$ cat config.mk
export PLATFORM = sky130hd
export DESIGN_NAME = cavlc_enc_ctrl
export DESIGN_NICKNAME = d
export VERILOG_FILES = /design/src/rtl/cavlc_pkg.sv /design/src/rtl/cavlc_enc_ctrl.sv
export SDC_FILE = /design/constraint.sdc
export NUM_CORES = 1
export LEC_CHECK = 0
export CELL_PAD_IN_SITES_DETAIL_PLACEMENT = 0
export CELL_PAD_IN_SITES_GLOBAL_PLACEMENT = 1
export CORE_ASPECT_RATIO = 1.75
export CORE_MARGIN = 2
export CORE_UTILIZATION = 48
export CTS_CLUSTER_DIAMETER = 120
export DETAILED_ROUTE_END_ITERATION = 12
export DONT_BUFFER_PORTS = 1
export HOLD_SLACK_MARGIN = 0.02
export PLACE_DENSITY_LB_ADDON = 0.1
export SYNTH_ARGS = -nofsm -noshare
export SYNTH_HDL_FRONTEND = slang
export SYNTH_SLANG_ARGS = --single-unit
$ cat constraint.sdc
create_clock -name Clk -period 4.9 [get_ports Clk]
set_clock_uncertainty 0.15 [all_clocks]
set_input_delay 0.98 -clock Clk [delete_from_list [all_inputs] [get_ports Clk]]
set_output_delay 0.98 -clock Clk [all_outputs]
set_load 0.03 [all_outputs]
$ cat src/rtl/cavlc_pkg.sv
`default_nettype none
// ---------------------------------------------------------------------------
// cavlc_pkg : shared state encoding and code widths for the CAVLC encoder
// Revision  : 1.0
// ---------------------------------------------------------------------------
package cavlc_pkg;
    localparam int CODE_W = 16;
    localparam int LEN_W  = 5;
    localparam int BITS_W = 10;

    typedef enum logic [2:0] {
        WAIT_ENABLE  = 3'd0,
        COEFF_TOKEN  = 3'd1,
        LEVEL_ENCODE = 3'd2,
        ZERO_ENCODE  = 3'd3,
        DONE         = 3'd4
    } state_t;
endpackage
`default_nettype wire

$ cat src/rtl/cavlc_enc_ctrl.sv
`default_nettype none
// ---------------------------------------------------------------------------
// cavlc_enc_ctrl : sequences coeff_token, level and zero codes to the packer
// Revision       : 1.0
// ---------------------------------------------------------------------------
module cavlc_enc_ctrl
    import cavlc_pkg::*;
(
    input  logic              Clk,
    input  logic              nReset,
    input  logic              Enable,
    input  logic [4:0]        TotalCoeff,
    input  logic [4:0]        MaxNumCoeff,
    input  logic [CODE_W-1:0] CtCode,
    input  logic [LEN_W-1:0]  CtLen,
    input  logic              CtValid,
    input  logic [CODE_W-1:0] LvCode,
    input  logic [LEN_W-1:0]  LvLen,
    input  logic              LvValid,
    input  logic [CODE_W-1:0] ZrCode,
    input  logic [LEN_W-1:0]  ZrLen,
    input  logic              ZrValid,
    input  logic              ZrLast,
    input  logic              PackReady,
    output logic              PackEn,
    output logic [CODE_W-1:0] PackCode,
    output logic [LEN_W-1:0]  PackLen,
    output logic              CodeAck,
    output logic              CoeffTokenEncodeEnable,
    output logic              LevelEncodeEnable,
    output logic              ZeroEncodeEnable,
    output logic              Busy,
    output logic              BlockDone,
    output logic [BITS_W-1:0] BlockBits
);

    state_t      state;
    state_t      state_nxt;
    logic [4:0]  total_coeff;
    logic [4:0]  max_coeff;
    logic [4:0]  level_cnt;
    logic [4:0]  total_clamped;
    logic        accept;
    logic        level_last;

    assign total_clamped = (TotalCoeff > MaxNumCoeff) ? MaxNumCoeff : TotalCoeff;
    assign accept        = PackEn & PackReady;
    assign CodeAck       = accept;
    assign level_last    = (level_cnt == total_coeff - 5'd1);

    assign CoeffTokenEncodeEnable = (state == COEFF_TOKEN);
    assign LevelEncodeEnable      = (state == LEVEL_ENCODE);
    assign ZeroEncodeEnable       = (state == ZERO_ENCODE);
    assign Busy                   = (state != WAIT_ENABLE);
    assign BlockDone              = (state == DONE);

    always_comb begin
        PackEn   = 1'b0;
        PackCode = '0;
        PackLen  = '0;
        case (state)
            COEFF_TOKEN: begin
                PackEn   = CtValid;
                PackCode = CtCode;
                PackLen  = CtLen;
            end
            LEVEL_ENCODE: begin
                PackEn   = LvValid;
                PackCode = LvCode;
                PackLen  = LvLen;
            end
            ZERO_ENCODE: begin
                PackEn   = ZrValid;
                PackCode = ZrCode;
                PackLen  = ZrLen;
            end
            default: ;
        endcase
    end

    always_comb begin
        state_nxt = state;
        case (state)
            WAIT_ENABLE:  if (Enable) state_nxt = COEFF_TOKEN;
            COEFF_TOKEN:  if (accept) state_nxt = (total_coeff == 5'd0) ? DONE : LEVEL_ENCODE;
            LEVEL_ENCODE: if (accept && level_last)
                              state_nxt = (total_coeff == max_coeff) ? DONE : ZERO_ENCODE;
            ZERO_ENCODE:  if (accept && ZrLast) state_nxt = DONE;
            DONE:         state_nxt = WAIT_ENABLE;
            default:      state_nxt = WAIT_ENABLE;
        endcase
    end

    always_ff @(posedge Clk or negedge nReset) begin
        if (!nReset) begin
            state       <= WAIT_ENABLE;
            total_coeff <= '0;
            max_coeff   <= '0;
            level_cnt   <= '0;
            BlockBits   <= '0;
        end else begin
            state <= state_nxt;
            if (state == WAIT_ENABLE && Enable) begin
                total_coeff <= total_clamped;
                max_coeff   <= MaxNumCoeff;
                level_cnt   <= '0;
                BlockBits   <= '0;
            end else if (accept) begin
                BlockBits <= BlockBits + BITS_W'(PackLen);
                if (state == LEVEL_ENCODE)
                    level_cnt <= level_cnt + 5'd1;
            end
        end
    end

endmodule
`default_nettype wire

==> metrics.txt <==
# TYPE chip_impl_metric gauge
chip_impl_info{name="critical-path-slowest-cell",value="sky130_fd_sc_hd__dfrtp_1"} 1
chip_impl_metric{name="final_min_period_over_clock_period",unit="%"} 70.3
chip_impl_info{name="path_common_cell",value="sky130_fd_sc_hd__a21oi_1"} 1
chip_impl_metric{name="post-place-ws",unit="ns"} 1.42
chip_impl_metric{name="net_switching_share_of_the_total_power",unit="%"} 57.9
chip_impl_metric{name="port-buffer-count",unit=""} 0
chip_impl_metric{name="gr-usage-all-layers",unit="%"} 19.9
chip_impl_info{name="worstSetupEndpointType",value="flip-flop"} 1
chip_impl_metric{name="cp.arrival",unit="ns"} 3.49
chip_impl_metric{name="yosys.area_share.xor_xnor",unit="%"} 5.87
chip_impl_metric{name="max_slew_margin",unit="%"} 32.5
chip_impl_info{name="netlist_top_cells_area",value="sky130_fd_sc_hd__dfrtp_1, sky130_fd_sc_hd__mux2i_1, sky130_fd_sc_hd__nor2_1"} 1
chip_impl_metric{name="die-area",unit="um^2"} 5570
chip_impl_metric{name="grt_first_pass_wirelength",unit="um"} 8910
chip_impl_metric{name="leak_pwr",unit="nW"} 1.13
chip_impl_metric{name="pin_count",unit=""} 119
chip_impl_metric{name="number_of_enable_type_register_cells_in_the_synthesized_netlist",unit=""} 0
chip_impl_metric{name="detail_route.wl_per_cell",unit="um"} 16.3
chip_impl_metric{name="min_period",unit="ns"} 3.45
chip_impl_metric{name="setup_ws",unit="ns"} 1.45
chip_impl_metric{name="drt_iter0_drc",unit=""} 44
chip_impl_metric{name="report.final.slew_viol_count",unit=""} 0
chip_impl_metric{name="power.clock.fraction",unit="%"} 6.7
chip_impl_metric{name="r2r.worst_path.cells",unit=""} 12
chip_impl_metric{name="required",unit="ns"} 4.94
chip_impl_metric{name="postCtsSetupRepairBufs",unit=""} 0
chip_impl_metric{name="post_synth_mux_area_share",unit="%"} 12.2
chip_impl_metric{name="fillers",unit=""} 498
chip_impl_metric{name="clk_transition_reported_paths",unit="ns"} 0.09
chip_impl_metric{name="postRouteWirelength",unit="um"} 5550
chip_impl_metric{name="route.antenna.remaining_nets",unit=""} 0
chip_impl_metric{name="die-height",unit="um"} 97.3
chip_impl_info{name="crit_path_cell_trace",value="buf_4, mux2i_1, nor2_1, a21oi_1, nor2_1, ha_1, fa_1, a21o_1, a21o_1, a21oi_1, o21ai_0, a21oi_1"} 1
chip_impl_info{name="status",value="complete, no violations"} 1
chip_impl_info{name="cts_tree",value="built"} 1
chip_impl_metric{name="dp_hpwl",unit="um"} 4470
chip_impl_metric{name="synth_async_sr_flop_share",unit="%"} 100
chip_impl_metric{name="synth-seq-area-share",unit="%"} 29.4
chip_impl_metric{name="chipWidth",unit="um"} 57.3
chip_impl_info{name="critical_path.reg2reg.endpoint",value="BlockBits[8]"} 1
chip_impl_metric{name="fin_setup_tns",unit="ns"} 0
chip_impl_metric{name="synthDominantCellAreaShare",unit="%"} 29.4
chip_impl_metric{name="power_per_cell_area",unit="nW/um^2"} 738
chip_impl_metric{name="cts.htree.levels",unit=""} 1
chip_impl_metric{name="worstPathBufferInverterCount",unit=""} 1
chip_impl_metric{name="internal_power",unit="uW"} 757
chip_impl_metric{name="place.gp.congestion",unit=""} 0.802
chip_impl_metric{name="post_synth_and_or_nand_nor_area_fraction",unit="%"} 21.2
chip_impl_info{name="unrepaired_setup_endpoints_after_global_routing",value="false"} 1
chip_impl_info{name="hp-class",value="in2async"} 1
chip_impl_metric{name="core-area",unit="um^2"} 4890
chip_impl_metric{name="grt_max_degree",unit=""} 33
chip_impl_metric{name="cp_slowest_stage_delay",unit="ns"} 0.74
chip_impl_metric{name="grt.overflow.total",unit=""} 0
chip_impl_metric{name="max_freq",unit="MHz"} 290
chip_impl_metric{name="synth-compound-area-share",unit="%"} 18.8
chip_impl_metric{name="power.net_switching",unit="mW"} 1.04
chip_impl_info{name="ctsRootBufferMaster",value="sky130_fd_sc_hd__clkbuf_8"} 1
chip_impl_metric{name="post-route-drc-count",unit=""} 0
chip_impl_metric{name="drive_above_1_share",unit="%"} 4.55
chip_impl_metric{name="synth_seq_cells",unit=""} 28
chip_impl_metric{name="rows",unit=""} 34
chip_impl_metric{name="synth_adder_area_share",unit="%"} 7.13
chip_impl_metric{name="num_cts_buffers",unit=""} 3
chip_impl_info{name="ys_dominant_reg_cell",value="sky130_fd_sc_hd__dfrtp_1"} 1
chip_impl_metric{name="sequentialPowerShare",unit="%"} 28.0
chip_impl_metric{name="ctsResizeCount",unit=""} 0
chip_impl_metric{name="post_cts_hold_buffers",unit=""} 0
chip_impl_metric{name="p_comb_share",unit="%"} 65.3
chip_impl_metric{name="drt_pass1_iterations",unit=""} 4
chip_impl_metric{name="worst_slew_pin_slew",unit="ns"} 1.01
chip_impl_metric{name="syn2layout_area_growth",unit="%"} 2.15
chip_impl_info{name="synth_top_family_by_area",value="simple AND/OR/NAND/NOR gates"} 1
chip_impl_metric{name="synth_warnings",unit=""} 0
chip_impl_metric{name="timing.critical_path.fanout_max",unit=""} 19
chip_impl_metric{name="avgSynthCellArea",unit="um^2"} 8.01
chip_impl_metric{name="diode_insertion_count_for_antenna_repair",unit=""} 0
chip_impl_info{name="kind_of_critical_path",value="reg2reg"} 1
chip_impl_metric{name="cts.sink_count",unit=""} 28
chip_impl_info{name="synth_largest_area_cell",value="sky130_fd_sc_hd__dfrtp_1"} 1
chip_impl_metric{name="average_vias_per_placed_instance",unit=""} 5.96
chip_impl_metric{name="synthCells",unit=""} 298
chip_impl_info{name="timing.critical_path.max_delay_family",value="compound AO/OA/AOI/OAI gates"} 1
chip_impl_metric{name="synth_fp_nets",unit=""} 392
chip_impl_metric{name="routed-via-count",unit=""} 2028
chip_impl_metric{name="clockBufferDepth",unit=""} 2
chip_impl_metric{name="antenna_found_initial",unit=""} 0
chip_impl_metric{name="clkLatencyLatePin",unit="ns"} 0.26
chip_impl_metric{name="syn-cell-area",unit="um^2"} 2390
chip_impl_metric{name="maxCapViolCount",unit=""} 0
chip_impl_metric{name="hold_viol_final",unit=""} 0
chip_impl_metric{name="synthDistinctLibCells",unit=""} 48
chip_impl_metric{name="via_count_of_the_first_global_routing_pass",unit=""} 1982
chip_impl_metric{name="irDropWorstVdd",unit="uV"} 516
chip_impl_metric{name="rrSetupSlack",unit="ns"} 1.45
chip_impl_metric{name="initial_core_util",unit="%"} 48.8
chip_impl_info{name="critical_path.reg2reg.startpoint",value="state[0]"} 1
chip_impl_metric{name="finalNetCount",unit=""} 382
chip_impl_info{name="critPathLaunchType",value="flip-flop"} 1
chip_impl_metric{name="report.final.setup_viol",unit=""} 0
-- worst reg2reg max path: cells and delay by family, from the launching register on --
family | cells | cell delay (ns)
flip-flops | 1 | 0.74
adder cells (fa/ha/maj) | 2 | 0.70
AO/OA/AOI/OAI | 6 | 1.05
AND/OR/NAND/NOR | 2 | 0.12
multiplexers | 1 | 0.22
buffers and inverters | 1 | 0.40
-- metrics by stage --
stage / cells / hold slack (ns) / instance area, um^2 / power [mW] / util (%)
4_1_cts: 340 / 0.240 / 2440 / 1.82 / 49.8
6_report: 340 / 0.248 / 2440 / 1.80 / 49.8
3_5_place_dp: 337 / 0.343 / 2400 / 1.70 / 49.0
2_1_floorplan: 298 / 0.314 / 2390 / 1.51 / -
3_3_place_gp: 337 / 0.332 / 2400 / 1.69 / 49.0
5_1_grt: 340 / 0.228 / 2440 / 1.96 / 49.8
-- routing by layer --
layer  part of all wire [%]  track usage (%)  wire length (um)
met5                      0                0                 0
met4                    1.5             5.72                82
met3                    7.1             2.80               391
met2                     57             40.4              3160
met1                     34             19.4              1910
-- sequential cells by signal, summed over array words and instances (netlist names) --
name	count
BlockBits	10
total_coeff	5
max_coeff	5
level_cnt	5
state	3
-- Yosys cell counts (all sizes together) (3+ instances only) --
cell	number
nor2	55
a21oi	29
dfrtp	28
mux2i	28
nand2	24
o21ai	18
ha	12
buf	10
clkbuf	10
inv	9
xnor2	9
xor2	7
nand3	6
nor2b	5
a211oi	3
a21o	3
and2	3
nand4	3
nor3	3
nor3b	3
o211ai	3
o31ai	3
-- layout by cell type (no fill, tap or decap), drive strengths merged, types with 2 or more instances in the layout --
master  instances
nor3b           3
a211oi          3
nand4           3
clkbuf          3
xor2            7
dfrtp          28
a21oi          29
nor3            3
ha             12
nor2           55
and2            3
o22ai           2
o211ai          3
nor4b           2
nand2          24
xnor2           9
inv             9
buf             5
nor2b           5
or3             2
a21o            3
nand3           6
o31ai           3
o21ai          18
mux2i          28
-- worst max-delay path by stage --
stage                     depth (start not counted)  slack (ns)     start            to
after detailed placement                         12        1.42  state[0]  BlockBits[8]
after CTS                                        12        1.42  state[0]  BlockBits[8]
after global placement                           12        1.53  state[0]  BlockBits[8]
after global routing                             12        1.12  state[0]  BlockBits[8]
after floorplan                                  13        1.68  state[0]  BlockBits[9]
final                                            12        1.45  state[0]  BlockBits[8]
-- layout make-up --
| class | count | area [um^2] | share of cell area, % |
|---|---|---|---|
| Multi-Input combinational cell | 241 | 1560 | 63.9 |
| Sequential cell | 28 | 701 | 28.7 |
| Inverter | 9 | 33.8 | 1.39 |
| Tap cell | 54 | 67.6 | 2.77 |
| Clock buffer | 3 | 41.3 | 1.69 |
| Timing Repair Buffer | 5 | 37.5 | 1.54 |
-- power by group through the flow --
| stage | Combinational (mW) | Sequential (mW) | Clock, mW |
|---|---|---|---|
| after CTS | 1.19 | 0.505 | 0.125 |
| final | 1.17 | 0.504 | 0.120 |
| after detailed placement | 1.19 | 0.511 | 0 |
| after global placement | 1.18 | 0.508 | 0 |
| after floorplan | 1.10 | 0.411 | 0 |
| after global routing | 1.30 | 0.526 | 0.134 |
-- cell families (layout without fill, tap and decap cells) --
family | count (synthesis) | in the layout
XOR/XNOR | 16 | 16
multiplexers | 29 | 29
flip-flops | 28 | 28
AO/OA/AOI/OAI | 72 | 72
AND/OR/NAND/NOR | 111 | 111
buffers and inverters | 29 | 17
adder cells (fa/ha/maj) | 13 | 13
(Power assumes the default switching activity.)
==> variant 1 (same settings) <==
The package constant `CODE_W` goes from 16 to 20.
--- a/src/rtl/cavlc_pkg.sv
+++ b/src/rtl/cavlc_pkg.sv
@@ -5,5 +5,5 @@
 // ---------------------------------------------------------------------------
 package cavlc_pkg;
-    localparam int CODE_W = 16;
+    localparam int CODE_W = 20;
     localparam int LEN_W  = 5;
     localparam int BITS_W = 10;
Interface: changed (resized CtCode, LvCode, PackCode and ZrCode); port bits go from 119 to 135. The function was not compared with the original's and may differ.
==> variant 1 against the unedited design <==
Die area rose by 2.7%. Synthesized cell count fell by 1.7%. Synthesized area up 2.8%. Sequential cell count is the same. Cell count stayed put. Design area rose by 6.1%. Count of clock-buffer cells in the layout unchanged. Non-clock buffer count rose by 7. Setup slack got worse by 0.020 ns. Power is 22% lower. Register-to-register slack better by 0.07 ns. Combinational power down 39%. Routed wire length up 8.0%. Critical path type is now flip-flop to output port. Largest cell class unchanged.
==> variant 1: results (changes against the unedited design) <==
placer's final routability congestion estimate 0.768 (-4.2%); Leak 1.16 nW (+3.1%); wire length per cell 17.6 µm (+8.0%); r2r setup slk 1.52 ns (+0.07 ns); critical path arrival 2.34 ns (-1.15 ns); HPWL Detailed 4860 µm (+8.7%); Int Power 0.000716 W (-5.4%); syn_nets 399 (+1.8%); Slew @ Worst Pin 0.963 ns (-0.0501 ns); VDD IR max 0.276 mV (-46%); metal2 WL 3460 µm (+9.4%); Commonest cells post-synth 36 x nor2_1, 28 x dfrtp_1, 28 x nand2_1; CP Max Fanout 25 (+6); WL met3 354 µm (-9.5%); share of post-route cells with drive strength above 1 15.0% (+10 points); met1 Use GR 20.0% (+0.63 points); DRT met1 WL 2090 µm (+9.8%); vias in the first global route 2126 (+7.3%); met3 Usage GRT 2.23% (-0.57 points); multi-input logic area 1620 µm² (+4.2%); post-synthesis mux area share 15.3% (+3.1 points); GR Util met2 42.5% (+2.1 points); Filler Cell Count 502 (+0.80%); CP max stage delay 0.71 ns (-0.03 ns); Area contributors post-synth dfrtp_1 29%, mux2_2 11%, a22oi_1 7.6%, ha_1 6.1%, nor2_1 5.5%; status complete, no violations; largest net degree at the start of global routing 29 (-12%); Synth Area in XOR/XNOR 6.43% (+0.55 points)
variant 1: worst max-delay path, delay by kind of cell (launching register included):
kind | cells | cell delay (ns)
buffers and inverters | 2 | 0.57
and+or+nand+nor | 2 | 0.66
DFF | 1 | 0.71
AOI/OAI and AO/OA | 1 | 0.12
variant 1: through the flow:
| step | setup slack (ns) | cells |
|---|---|---|
| after floorplan | 1.58 | 293 |
| after global placement | 1.61 | 336 |
| after detailed placement | 1.54 | 336 |
| after CTS | 1.40 | 340 |
| after global routing | 1.28 | 340 |
| final | 1.43 | 340 |
variant 1: final cells by class:
type / count / area share [%]
inverter: 9 / 1.31
clock buffer: 3 / 1.60
tap: 54 / 2.61
sequential: 28 / 27.1
multi-input combinational: 233 / 62.7
timing repair buffer: 12 / 3.48
clock inverter: 1 / 1.16
variant 1: final timing paths:
path | start | cells after the start | endpoint
worst max-delay path | state[1] | 5 | PackLen[4]
worst min-delay path | nReset | 0 | level_cnt[0]
worst max register to register | state[1] | 11 | BlockBits[6]
worst min register to register | max_coeff[3] | 2 | max_coeff[3]
max in group asynchronous | nReset | 0 | BlockBits[0]
min in group Clk | max_coeff[3] | 2 | max_coeff[3]
variant 1: kinds of logic after synthesis:
group / Yosys count
multiplexers: 34
XOR/XNOR: 18
AO/OA/AOI/OAI: 68
AND/OR/NAND/NOR: 100
flip-flops: 28
buffers and inverters: 32
adder cells (fa/ha/maj): 13
variant 1: power groups by stage:
stage / Sequential [W] / Clock [W] / Combinational, W
after floorplan: 0.000448 / 0 / 0.000636
after global placement: 0.000505 / 0 / 0.000708
after detailed placement: 0.000508 / 0 / 0.000719
after CTS: 0.000503 / 0.000193 / 0.000721
after global routing: 0.000516 / 0.000199 / 0.000796
final: 0.000499 / 0.000185 / 0.000715
==> variant 2 (same flow settings) <==
Without the edit above. Make the reset (`nReset`) synchronous in one clocked block.
--- a/src/rtl/cavlc_enc_ctrl.sv
+++ b/src/rtl/cavlc_enc_ctrl.sv
@@ -92,5 +92,5 @@
     end
 
-    always_ff @(posedge Clk or negedge nReset) begin
+    always_ff @(posedge Clk) begin
         if (!nReset) begin
             state       <= WAIT_ENABLE;
Function: differs if nReset is asserted again (counterexample within 4 cycles, from zero or initial values and one cycle with nReset low); with nReset held inactive, the same outputs for 10 cycles.
==> variant 2 against the unedited design <==
Utilization rose by 2.7 points. Sequential share of layout area fell by 4.8 points. Via count fell by 4.6%. Die area fell by 5.9%. Setup slack improved by 0.032 ns. Sequential cell count did not move. Design area fell by 4.2%. Synthesized area fell by 6.2%. Critical path type is now flip-flop to output port. Routed wire length fell by 5.0%.
Power is not compared: it rests on default switching activity, and its combinational part moved more than twofold at a synthesized area within 25%.
==> variant 2: results (changes against the unedited design) <==
GR Util met2 38.4% (-2.0 points); Rel. slew slack 25.4% (-7.1 points); placer's final routability congestion estimate 0.776 (-3.2%); Async SR Flop Fraction 0% (-100 points); WHS 0.333 ns (+0.0856 ns); Commonest cells post-synth 32 x nor2_1, 28 x dfxtp_1, 21 x a22oi_1, 21 x mux2_2, 21 x nand2_1; total track usage 20.2% (+0.38 points); CP Max Fanout 28 (+9); RR Endpoint BlockBits[7]; Syn-to-layout area delta 4.36%; first-pass GRT wire length 8740 µm (-1.9%); metal2 WL 2830 µm (-11%); wire length per cell 16.4 µm (+0.30%); Register-to-Register Path Depth 11 (-1); Slowest-stage cell, CP nor3b_4; largest net degree at the start of global routing 29 (-12%); Hold Crit Class flip-flop to flip-flop; WL met3 360 µm (-7.9%); Crit path max-delay family simple AND/OR/NAND/NOR gates; DRT met1 WL 2000 µm (+5.0%); status complete, no violations; NonClk Buf Share 1.61% (+0.067 points); post-place setup slack 1.52 ns (+0.100 ns); syn_nets 372 (-5.1%); fraction of area in multi-input gates 66.8% (+3.0 points); register area share after synthesis 25.0% (-4.3 points); Placed Area 2260 µm² (-5.5%); share of post-route cells with drive strength above 1 12.5% (+8.0 points); CP max stage delay 0.57 ns (-0.17 ns); Logic inverters 11 (+2); min Tclk post-route 3.42 ns (-0.0318 ns); # clk buffers 3 (unchanged); Crit. Startpoint state[1]; synthesized area per cell 8.05 µm² (+0.56%); Non-Filler Instances 322 (-5.3%); multi-input gates 223 (-7.5%); r2r setup slk 1.57 ns (+0.12 ns); ClkCell Share 3.05% (+1.4 points); Area contributors post-synth dfxtp_1 25%, mux2_2 11%, a22oi_1 7.0%, ha_1 6.7%, xor2_1 5.5%; Initial DRC Count 91 (+110%); met3 Usage GRT 3.15% (+0.35 points); critical path arrival 2.29 ns (-1.20 ns)
==> variant 2: changes by cell type after synthesis, moves of 3 or more <==
cell     delta
mux2i_1    -20
a21oi_1    -14
dfrtp_1    -28
nor2_1     -23
xor2_1      +7
buf_2       -4
mux2_2     +21
nand2_1     -3
xnor2_1     -4
a22oi_1    +20
dfxtp_1    +28
==> variant 2: cells by family (layout without fill, tap and decap cells) <==
group                      count (synthesis)  in the layout  share of synthesized area (%)
AOI/OAI and AO/OA                         70             70                           20.1
xor gates and xnor gates                  19             19                           7.43
adders and majority gates                 13             13                           7.60
buffers and inverters                     27             20                           5.20
DFF                                       28             28                           25.0
muxes                                     29             29                           14.1
and+or+nand+nor                           92             92                           20.5
==> variant 2: power by group through the flow <==
stage	clock network, W	registers (W)	logic, W
finish	0.000184	0.000257	0.000263
global route	0.000195	0.000260	0.000293
CTS	0.000186	0.000258	0.000266
detailed placement	0	0.000263	0.000266
global placement	0	0.000262	0.000265
floorplan	0	0.000256	0.000236
